**src/rtl/bcd_result_display.sv**
```systemverilog
`default_nettype none
// ============================================================================
// Module   : bcd_result_display
// Brief    : Latches the BCD adder/subtractor result and scans it onto a
//            4-digit common-anode 7-segment display. Optional build macro:
//            LEADING_ZERO_BLANK_EN (blank tens digit, sign shifts into it).
// Revision : 1.0  initial release
// ============================================================================
module bcd_result_display #(
  parameter int unsigned REFRESH_DIV = 100000
) (
  input  logic       clk,
  input  logic       rst,
  input  logic       load,
  input  logic [3:0] decimal_place,
  input  logic       carry,
  input  logic       neg1pos0,
  output logic [6:0] seg,
  output logic [3:0] an,
  output logic       dp,
  output logic       loaded
);

  localparam int unsigned c_CNT_W = (REFRESH_DIV > 1) ? $clog2(REFRESH_DIV) : 1;
  localparam logic [c_CNT_W-1:0] c_CNT_MAX = c_CNT_W'(REFRESH_DIV - 1);

  localparam logic [6:0] c_SEG_BLANK = 7'b1111111;
  localparam logic [6:0] c_SEG_DASH  = 7'b0111111;
  localparam logic [6:0] c_SEG_ZERO  = 7'b1000000;
  localparam logic [6:0] c_SEG_ONE   = 7'b1111001;

  logic [3:0]         r_dig;
  logic               r_cy;
  logic               r_neg;
  logic               r_loaded;
  logic [c_CNT_W-1:0] r_cnt;
  logic [1:0]         r_sel;
  logic [6:0]         r_seg;
  logic [3:0]         r_an;

  logic               w_wrap;
  logic [6:0]         w_seg_nxt;
  logic [3:0]         w_an_nxt;

  function automatic logic [6:0] f_decode(input logic [3:0] d);
    logic [6:0] s;
    case (d)
      4'd0:    s = 7'b1000000;
      4'd1:    s = 7'b1111001;
      4'd2:    s = 7'b0100100;
      4'd3:    s = 7'b0110000;
      4'd4:    s = 7'b0011001;
      4'd5:    s = 7'b0010010;
      4'd6:    s = 7'b0000010;
      4'd7:    s = 7'b1111000;
      4'd8:    s = 7'b0000000;
      4'd9:    s = 7'b0010000;
      default: s = 7'b0000110;  // invalid BCD shows 'E'
    endcase
    return s;
  endfunction

  always_ff @(posedge clk or posedge rst) begin
    if (rst) begin
      r_dig    <= 4'd0;
      r_cy     <= 1'b0;
      r_neg    <= 1'b0;
      r_loaded <= 1'b0;
    end else if (load) begin
      r_dig    <= decimal_place;
      r_cy     <= carry;
      r_neg    <= neg1pos0;
      r_loaded <= 1'b1;
    end
  end

  assign w_wrap = (r_cnt == c_CNT_MAX);

  always_ff @(posedge clk or posedge rst) begin
    if (rst) begin
      r_cnt <= '0;
      r_sel <= 2'd0;
    end else if (w_wrap) begin
      r_cnt <= '0;
      r_sel <= r_sel + 2'd1;
    end else begin
      r_cnt <= r_cnt + c_CNT_W'(1);
    end
  end

  always_comb begin
    w_seg_nxt = c_SEG_BLANK;
    w_an_nxt  = ~(4'b0001 << r_sel);
    case (r_sel)
      2'd0: w_seg_nxt = f_decode(r_dig);
`ifdef LEADING_ZERO_BLANK_EN
      // A lone negative result pulls its sign right next to the units digit.
      2'd1: w_seg_nxt = r_cy ? c_SEG_ONE : (r_neg ? c_SEG_DASH : c_SEG_BLANK);
      2'd2: w_seg_nxt = (r_cy && r_neg) ? c_SEG_DASH : c_SEG_BLANK;
`else
      2'd1: w_seg_nxt = r_cy ? c_SEG_ONE : c_SEG_ZERO;
      2'd2: w_seg_nxt = r_neg ? c_SEG_DASH : c_SEG_BLANK;
`endif
      default: w_seg_nxt = c_SEG_BLANK;
    endcase
  end

  always_ff @(posedge clk or posedge rst) begin
    if (rst) begin
      r_seg <= c_SEG_BLANK;
      r_an  <= 4'b1111;
    end else begin
      r_seg <= w_seg_nxt;
      r_an  <= w_an_nxt;
    end
  end

  assign seg    = r_seg;
  assign an     = r_an;
  assign dp     = 1'b1;
  assign loaded = r_loaded;

endmodule
`default_nettype wire

```
**config.mk**
```make
export PLATFORM = sky130hd
export DESIGN_NAME = bcd_result_display
export DESIGN_NICKNAME = d
export VERILOG_FILES = /design/src/rtl/bcd_result_display.sv
export SDC_FILE = /design/constraint.sdc
export NUM_CORES = 1
export LEC_CHECK = 0
export ABC_CLOCK_PERIOD_IN_PS = 3350
export CAP_MARGIN = 25
export CELL_PAD_IN_SITES_DETAIL_PLACEMENT = 0
export CELL_PAD_IN_SITES_GLOBAL_PLACEMENT = 1
export CORE_ASPECT_RATIO = 0.75
export CORE_MARGIN = 1.5
export CORE_UTILIZATION = 40
export CTS_BUF_LIST = sky130_fd_sc_hd__clkbuf_2 sky130_fd_sc_hd__clkbuf_4 sky130_fd_sc_hd__clkbuf_8
export DETAILED_ROUTE_END_ITERATION = 6
export DONT_BUFFER_PORTS = 1
export PLACE_DENSITY_LB_ADDON = 0.1
export SYNTH_ARGS = -nofsm -noshare
export SYNTH_HDL_FRONTEND = slang
export SYNTH_SLANG_ARGS = --single-unit
```
**constraint.sdc**
```tcl
create_clock -name clk -period 3.35 [get_ports clk]
set_input_delay 1.005 -clock clk [delete_from_list [all_inputs] [get_ports clk]]
set_output_delay 1.005 -clock clk [all_outputs]
set_load 0.02 [all_outputs]
```
==> impl_metrics.ini <==
[worst_setup_path]
worst_ep_required_time_ps = 3530
cp.arrival_ps = 2180
worstPathMaxFanout = 12
regToRegEndpoint = r_cnt[15]
cp_slowest_stage_delay_ps = 620
path_depth = 4
crit_buf_inv = 0
cp_top_family = simple AND/OR/NAND/NOR gates
r2r_cells = 4
worst_path_max_delay_cell = nor4_4
timing.rr.start = r_cnt[12]
reg2reg_slack_ps = 1350
crit_chain = or4b_4 > nor4_4 > a211oi_1 > a31o_1
cp-startpoint = r_cnt[12]
crit_end = r_cnt[15]
critPathKind = reg2reg
end_kind = register
start_kind = register

[synth]
synth_most_common_cell = dfrtp_1
synth_cells = 160
ys_top_cells_by_count = 26 x dfrtp_1, 16 x inv_1, 12 x ha_1, 12 x nor2_1, 12 x o21ai_0
synth_edf_count = 0
ys_types = 35
synth_top_area_share_pct = 37.4
post-synth-top-area-cell = dfrtp_1
synthTopCellsByArea = dfrtp_1 37%, dfstp_2 17%, ha_1 8.6%, xnor2_1 4.0%, o21ai_0 3.5%
synth.yosys.seq_area_share_pct = 54.0
ys_ff_latch = 37
synth_ff_type = dfrtp_1
synth_area_mm2 = 0.00174
syn_nets = 181
syn_area_per_cell_um2 = 10.9
yosysWarnings = 0
async_flop_share_pct = 100

[cells_and_area]
antennaDiodeCount = 0
nets = 185
stdcell_area_mm2 = 0.00192
area_delta_synth_final_pct = 10.6
final_core_util_pct = 46.9
fillCellCount = 391
register_area_um2 = 940
drive_gt1_share_pct = 15.8
fin_cells = 220
multiInputGateArea_um2 = 713

[sta]
holdWs_ps = 486
fin_ws_ps = 1350
worstMarginPinSlew_ps = 626
maxSlewHeadroom_pct = 57.9
setup_violations = 0
period_share_pct = 59.9
rsz0062_at_grt = no
skew_ps = 9.00
hold_viol = 0
maxSlewViolCount = 0
clock.fmax_mhz = 499
fin_crit_ps = 2000
tns_ps = 0

[drt]
drc = 0
detail_route.wl_per_cell_um = 14.0
routed_wl_mm = 3.08
vias_per_cell = 5.00
first_iter_violations = 34
vias = 1099
first_pass_iters = 4
route.antenna.remaining_nets = 0

[pwr]
powerDensity_mw_per_mm2 = 521
p_leak_nw = 0.883
p_total_mw = 1.00
peakVddDrop_mv = 0.285

[clocking]
clock_latency_ps = 290
clkTransAtPathRegs_ps = 70
cts_hold_buf = 0
cts_inserted_buffers = 5
clkSinkCount = 37
ctsResizeCount = 0
h-tree-depth = 2
cts_root_buf = clkbuf_8
cts_setup_buffers = 0
clk_path_buf_depth = 2
cts_tree = built

[floorplan]
io_pins = 22
rows = 20
core_mm2 = 0.00410
die_w_um = 79.1
die_h_um = 60.1
die_area_mm2 = 0.00476
initial_core_util_pct = 42.4

[grt]
grt_pass1_wl_mm = 5.53
overflow = 0
grt_max_degree = 27
grt_pass1_vias = 1114
grt_util_all_layers_pct = 15.9
antenna_found_initial = 0

[job]
drv_cap = 0

[hold_path]
min_path_type = reg2reg

[placed_design]
portBuffers = 0
preCtsSetupSlack_ps = 1330
dp_cells = 212
hpwl_mm = 2.29
place_area_mm2 = 0.00179
gp_congestion = 0.745

[run_status]
status = finished, final reports clean
==> where the power goes <==
part | switching, mW | internal (mW)
Combinational | 0.0314 | 0.0175
Sequential | 0.0286 | 0.473
Clock | 0.156 | 0.296
==> registers in the layout (all words and copies together) (netlist names) <==
register	cells
seg	7
r_neg	1
loaded	1
r_cy	1
r_sel	2
r_dig	4
an	4
r_cnt	17
==> worst register-to-register path: stages, from the launching register on <==
cell and delay, ps:
dfrtp_1 400, or4b_4 560, nor4_4 620, a211oi_1 110
a31o_1 210
==> final cells by class <==
cell class,instances,area share (%)
flip-flops and latches,37,48.9
multi-input cells,103,37.1
clock buffers,5,3.58
well taps,55,3.58
clock inverters,3,3.38
inverters,16,3.12
repair buffers,1,0.390
==> logic make-up after synthesis <==
group	Yosys count	synth area share, %
AOI/OAI and AO/OA	28	8.92
xor gates and xnor gates	13	6.55
adders and majority gates	12	8.63
buffers and inverters	20	4.96
DFF	37	54.0
muxes	3	1.87
other	1	0.216
and+or+nand+nor	46	14.8
==> worst min-delay path by stage <==
stage                          from   endpoint  slack [ps]  cells past startpoint
after global placement    r_cnt[14]  r_cnt[14]         480                      1
after floorplan            r_cnt[0]   r_cnt[0]         450                      1
after detailed placement   r_cnt[6]   r_cnt[6]         480                      1
after global routing       r_cnt[6]   r_cnt[6]         510                      1
final                      r_cnt[6]   r_cnt[6]         490                      1
after CTS                  r_cnt[6]   r_cnt[6]         490                      1
==> per-layer routing <==
metal,wire length (um),GRT usage [%],vias to the layer above
li1,-,-,542
met1,1690,23.4,528
met2,1200,21.7,24
met3,141,4.89,5
met4,40,6.02,0
met5,0,0,-
==> placed cells by master, fill, tap and decap left out, types with 4 or more instances in the layout <==
master,count
a21oi_1,10
clkbuf_8,5
dfrtp_1,26
dfstp_2,11
ha_1,12
inv_1,16
nand2_1,9
nand3_1,5
nand4_1,4
nor2_1,12
o21ai_0,12
xnor2_1,8
xor2_1,5
(Power assumes the default switching activity.)
